==> src/rtl/cache_fill_fsm.sv <==
// Block-fill controller between the data cache and multicycle main memory.
// Streams BLOCK_WORDS words of a missing block into the data array, then commits the tag.
module cache_fill_fsm #(
    parameter int ADDR_WIDTH  = 16,
    parameter int DATA_WIDTH  = 16,
    parameter int BLOCK_WORDS = 8
) (
    input  logic                  clk,
    input  logic                  rst,
    input  logic                  miss_detected,
    input  logic [ADDR_WIDTH-1:0] miss_address,
    input  logic                  memory_data_valid,
    input  logic [DATA_WIDTH-1:0] memory_data,
    output logic                  fsm_busy,
    output logic                  memory_read,
    output logic [ADDR_WIDTH-1:0] memory_address,
    output logic                  write_data_array,
    output logic                  write_tag_array,
    output logic [ADDR_WIDTH-1:0] cache_address,
    output logic [DATA_WIDTH-1:0] cache_data
);

    localparam int CNT_W = $clog2(BLOCK_WORDS);
    localparam int OFF_W = CNT_W + 1;
    localparam logic [CNT_W-1:0] CNT_ONE  = CNT_W'(1);
    localparam logic [CNT_W-1:0] CNT_LAST = CNT_W'(BLOCK_WORDS - 1);

    typedef enum logic [1:0] {
        IDLE = 2'd0,
        FILL = 2'd1,
        DONE = 2'd2
    } state_t;

    state_t                  state;
    logic [ADDR_WIDTH-1:0]   base;
    logic [CNT_W-1:0]        issue_cnt;
    logic [CNT_W-1:0]        recv_cnt;
    logic                    issue_done;
    logic [ADDR_WIDTH-1:0]   miss_base;
    logic                    unused_offset_bits;

    assign miss_base          = {miss_address[ADDR_WIDTH-1:OFF_W], {OFF_W{1'b0}}};
    assign unused_offset_bits = ^miss_address[OFF_W-1:0];

    // Offsets are OR-ed into a block-aligned base, so they can never carry into the tag.
    function automatic logic [ADDR_WIDTH-1:0] word_off(input logic [CNT_W-1:0] cnt);
        return ADDR_WIDTH'({cnt, 1'b0});
    endfunction

    always_ff @(posedge clk or negedge rst) begin
        if (!rst) begin
            state          <= IDLE;
            base           <= '0;
            issue_cnt      <= '0;
            recv_cnt       <= '0;
            issue_done     <= 1'b0;
            fsm_busy       <= 1'b0;
            memory_read    <= 1'b0;
            memory_address <= '0;
        end else begin
            case (state)
                IDLE: begin
                    if (miss_detected) begin
                        state          <= FILL;
                        base           <= miss_base;
                        issue_cnt      <= '0;
                        recv_cnt       <= '0;
                        issue_done     <= 1'b0;
                        fsm_busy       <= 1'b1;
                        memory_read    <= 1'b1;
                        memory_address <= miss_base;
                    end
                end
                FILL: begin
                    if (!issue_done) begin
                        issue_cnt <= issue_cnt + CNT_ONE;
                        if (issue_cnt == CNT_LAST) begin
                            issue_done     <= 1'b1;
                            memory_read    <= 1'b0;
                            memory_address <= '0;
                        end else begin
                            memory_address <= base | word_off(issue_cnt + CNT_ONE);
                        end
                    end
                    if (memory_data_valid) begin
                        recv_cnt <= recv_cnt + CNT_ONE;
                        if (recv_cnt == CNT_LAST) begin
                            state <= DONE;
                        end
                    end
                end
                DONE: begin
                    state          <= IDLE;
                    fsm_busy       <= 1'b0;
                    memory_read    <= 1'b0;
                    memory_address <= '0;
                end
                default: begin
                    state    <= IDLE;
                    fsm_busy <= 1'b0;
                end
            endcase
        end
    end

    // Returned words are written in the same cycle they arrive.
    assign write_data_array = (state == FILL) && memory_data_valid;
    assign write_tag_array  = (state == DONE);
    assign cache_data       = memory_data;

    always_comb begin
        cache_address = '0;
        if (write_data_array) begin
            cache_address = base | word_off(recv_cnt);
        end else if (state == DONE) begin
            cache_address = base;
        end
    end

endmodule

==> config.mk <==
export PLATFORM = sky130hd
export DESIGN_NAME = cache_fill_fsm
export DESIGN_NICKNAME = d
export VERILOG_FILES = /design/src/rtl/cache_fill_fsm.sv
export SDC_FILE = /design/constraint.sdc
export NUM_CORES = 1
export LEC_CHECK = 0
export CAP_MARGIN = 20
export CORE_UTILIZATION = 46
export CTS_CLUSTER_SIZE = 8
export DETAILED_ROUTE_END_ITERATION = 8
export HOLD_SLACK_MARGIN = 0.1
export PLACE_DENSITY_LB_ADDON = 0.15
export SETUP_SLACK_MARGIN = 0.02
export SKIP_LAST_GASP = 1
export SYNTH_ARGS = -nofsm -noshare
export SYNTH_HDL_FRONTEND = slang
export SYNTH_SLANG_ARGS = --single-unit
export TNS_END_PERCENT = 20
==> constraint.sdc <==
create_clock -name clk -period 4.85 [get_ports clk]
set_clock_uncertainty 0.15 [all_clocks]
set_input_delay 1.2125 -clock clk [delete_from_list [all_inputs] [get_ports clk]]
set_output_delay 1.2125 -clock clk [all_outputs]
set_load 0.01 [all_outputs]
# Word-level counts from Yosys, hierarchy flattened
# Index checks and enable logic that the tools add are counted.
# totals
out_inout_bits	52
in_bits	36
ff_bits	39
elab_cells	58
# op_classes
n_eq_ne	9
reduce_logical	12
mux	24
bitwise	3
addsub	2
# op_table
cell	count
two-way mux 16 bit	5
one-hot mux 16 bit (3 select lines)	1
bitwise OR 16 x 4 -> 16 bit	2
one-hot mux 3 bit (2 select lines)	2
AND reduction 3 bit	4
!= test 2 bit, second input constant	5
two-way mux 3 bit	3
adder 3 x 1 -> 3 bit, second input constant	2
equality test 3 bit, second input constant	2
two-way mux 1 bit	6
two-way mux 2 bit	3
AND reduction 2 bit	3
one-hot mux 1 bit (2 select lines)	2
one-hot mux 2 bit (2 select lines)	1
AND reduction 4 bit	1
one-hot mux 1 bit (3 select lines)	1
nonzero test 3 bit	1
equality test 2 x 1 -> 1 bit, second input constant	1
equality test 2 bit, second input constant	1
zero test 2 bit	1
nonzero test 2 bit	1
logical AND 1 bit	1
NOT 1 bit	1

# Logic depth before layout (Yosys ltp)
# depth
ltp_word	5
depth_mapped	6
ltp_nobuf	5

# Least setup slack after synthesis
# No wires, ideal clock.
# synth_path
path_type	input-to-output
startpoint	in memory_data_valid
endpoint	out cache_address[10]
required_time_ns	3.488
arrival_ns	1.942
setup_slack_ns	1.546
path_buffers	1
cell_stages	4
path_cell_list	and2_1 -> nor2_1 -> clkbuf_1 -> nor2b_1
# synth_between
elab_chain_len	2
# synth_lines
element	line_no	text
start: declaration	12	input logic memory_data_valid,
logical AND 1 bit	107	assign write_data_array = (state == FILL) && memory_data_valid;
two-way mux 16 bit	113	if (write_data_array) begin
end: declaration	19	output logic [ADDR_WIDTH-1:0] cache_address,
# No other way between the ends.

# Final worst setup path
# layout_path
startpoint	in memory_data_valid
endpoint	out cache_address[14]
# Same word-level chain as after synthesis.

==> results.sh <==
export IMPL_status="complete, no violations"
export IMPL_cts_tree="done"
export IMPL_critPathCaptureType="output pin"
export IMPL_post_dp_hpwl_mm=3.130
export IMPL_hold_path_depth=1
export IMPL_io_buffers=49
export IMPL_cts_root_buf="clkbuf_8"
export IMPL_die_w_um=70.38
export IMPL_cp_required_ns=3.49
export IMPL_cts_sinks=38
export IMPL_fin_tns_setup_ns=0
export IMPL_dpl_cell_area_um2=2524
export IMPL_timing_rr_end="memory_address[2]"
export IMPL_n_antenna_cell=0
export IMPL_pre_cts_slack_ns=0.2577
export IMPL_maxCapViolCount=0
export IMPL_synth_flop_cell="dfrtp_1"
export IMPL_ir_drop_uv=282.0
export IMPL_slowest_stage="nor2_1"
export IMPL_gr_total_overflow=0
export IMPL_dr_total_vias=1502
export IMPL_min_delay_path_class="flip-flop to flip-flop"
export IMPL_hold_buffers=0
export IMPL_layout_commonest_cell="clkdlybuf4s50_1"
export IMPL_cpMostUsedCell="clkdlybuf4s50_1"
export IMPL_wl_per_cell_um=16.76
export IMPL_syn_area_per_cell_um2=11.44
export IMPL_yosys_top_cells_area="dfrtp_1, mux2_2, buf_4, a22o_1, ha_1"
export IMPL_post_cts_buffers=0
export IMPL_syn_inst=188
export IMPL_maxSlewViolCount=0
export IMPL_hold_path_startpoint="memory_read"
export IMPL_wirelength_mm=4.541
export IMPL_die_y_um=70.38
export IMPL_core_area_um2=4414
export IMPL_ant_nets=0
export IMPL_fin_crit_sh=0.9287
export IMPL_r2r_cells=5
export IMPL_vias_per_cell=5.542
export IMPL_critPathMaxStageDelay_ns=0.68
export IMPL_clk_pin_slew_worst_paths_ns=0.07
export IMPL_drt_pass1_iter_count=4
export IMPL_path_cells="clkdlybuf4s50_1 -> and2_1 -> nor2_1 -> nor2b_1 -> clkdlybuf4s50_1"
export IMPL_cts_path_max_buffers=2
export IMPL_start_util=0.4872
export IMPL_r2r_start="state[0]"
export IMPL_setup_viol=0
export IMPL_clock_latency_ns=0.29
export IMPL_drt_iter0_drc=56
export IMPL_cp_max_fo=12
export IMPL_post_cts_resized=0
export IMPL_min_to="memory_read"
export IMPL_netlist_area_um2=2151
export IMPL_gr_usage_all_layers=0.2005
export IMPL_rsz0062_at_grt="no"
export IMPL_grt_pass1_vias=1583
export IMPL_async_reset_ff_frac=1.000
export IMPL_die_area_um2=4953
export IMPL_ys_seq_area_frac=0.4421
export IMPL_grt_antenna_before_repair=0
export IMPL_drive_above_1_share=0.1872
export IMPL_synth_cell_types=34
export IMPL_synth_top_area_frac=0.4421
export IMPL_hold_viol=0
export IMPL_r2r_setup_slack_ns=2.42
export IMPL_leakagePower_nw=1.131
export IMPL_finalWorstSetupSlack_ns=0.3459
export IMPL_fillers=378
export IMPL_area_growth_pct=21.58
export IMPL_drc=0
export IMPL_cts_inserted_buffers=5
export IMPL_rows=24
export IMPL_tightest_slew_ns=0.9062
export IMPL_period_needed_ns=4.504
export IMPL_yosysWarnings=0
export IMPL_yosys_area_top_type="dfrtp_1"
export IMPL_grt_pass1_wl_mm=7.831
export IMPL_slew_headroom=0.3936
export IMPL_h_tree_depth=2
export IMPL_grt_max_degree=39
export IMPL_max_freq_mhz=222.0
export IMPL_nets=264
export IMPL_io_pins=88
export IMPL_start_kind="input port"
export IMPL_gp_congestion=0.7445
export IMPL_ys_ff_latch=38
export IMPL_postLayoutCellArea_um2=2615
export IMPL_synth_edf_count=0
export IMPL_power_density_nw_per_um2=623.1
export IMPL_cp_arrival_ns=3.14
export IMPL_path_class="input port to output pin"
export IMPL_mostFrequentLayoutCells="clkdlybuf4s50_1, dfrtp_1, mux2_2, nor2b_1, a22o_1"
[stage by stage]
stage | power [mW] | utilization | hold slack [ns] | std cells
final | 1.629 | 0.5924 | 0.3619 | 271
after global routing | 1.757 | 0.5924 | 0.3879 | 271
after CTS | 1.652 | 0.5924 | 0.3634 | 271
after detailed placement | 1.422 | 0.5717 | 0.3459 | 263
after global placement | 1.383 | 0.5717 | 0.3412 | 263
after floorplan | 1.110 | - | 0.3418 | 189
[how the worst max path moves through the flow]
stage          depth (start not counted)  slack (ns)               from                 to
2_1_floorplan                          4        1.55  memory_data_valid  cache_address[10]
3_3_place_gp                           5        0.36  memory_data_valid  cache_address[10]
3_5_place_dp                           5        0.26  memory_data_valid  cache_address[11]
4_1_cts                                5        0.25  memory_data_valid  cache_address[14]
5_1_grt                                5        0.20  memory_data_valid   cache_address[4]
6_report                               5        0.35  memory_data_valid  cache_address[14]
[worst max-delay path: cells and delay by family]
family	cells	cell delay, ns
buffers and inverters	2	0.94
and+or+nand+nor	3	0.99
[where the power goes]
group | internal, mW | total (mW) | switching, mW
Clock | 0.115 | 0.222 | 0.107
Combinational | 0.475 | 0.845 | 0.369
Sequential | 0.462 | 0.563 | 0.100
[registers in the layout (all words and copies together), names as in the netlist]
signal,flops
state,2
issue_cnt,3
base,12
recv_cnt,3
fsm_busy,1
issue_done,1
memory_address,15
memory_read,1
[metal layers]
layer	global-route usage	share of wire
met2	0.3238	0.51
met3	0.06494	0.063
met4	0.05333	0.0046
met5	0	0
met1	0.2579	0.43
[Yosys cell counts, drive strengths merged, types with 2 or more instances]
cell type	count
a211oi	3
a21oi	2
a22o	15
a31oi	2
and3	4
buf	25
clkbuf	3
dfrtp	38
ha	10
inv	4
mux2	29
nand2	4
nand2b	5
nand4	2
nor2	2
nor2b	19
nor3	2
o211ai	3
o21ai	6
[layout make-up]
class	instances	area (um2)	area share
tap	52	65.06	0.02488
timing repair buffer	50	493.0	0.1885
clock inverter	1	5.005	0.001914
multi-input combinational	119	999.7	0.3823
inverter	4	15.01	0.005742
sequential	38	950.9	0.3636
clock buffer	7	86.33	0.03301
[logic make-up after synthesis]
logic type,share of synthesized area
AOI/OAI and AO/OA,0.1251
adders and majority gates,0.05817
buffers and inverters,0.09482
DFF,0.4421
muxes,0.1565
other,0.001744
and+or+nand+nor,0.1216
(Power assumes the default switching activity.)
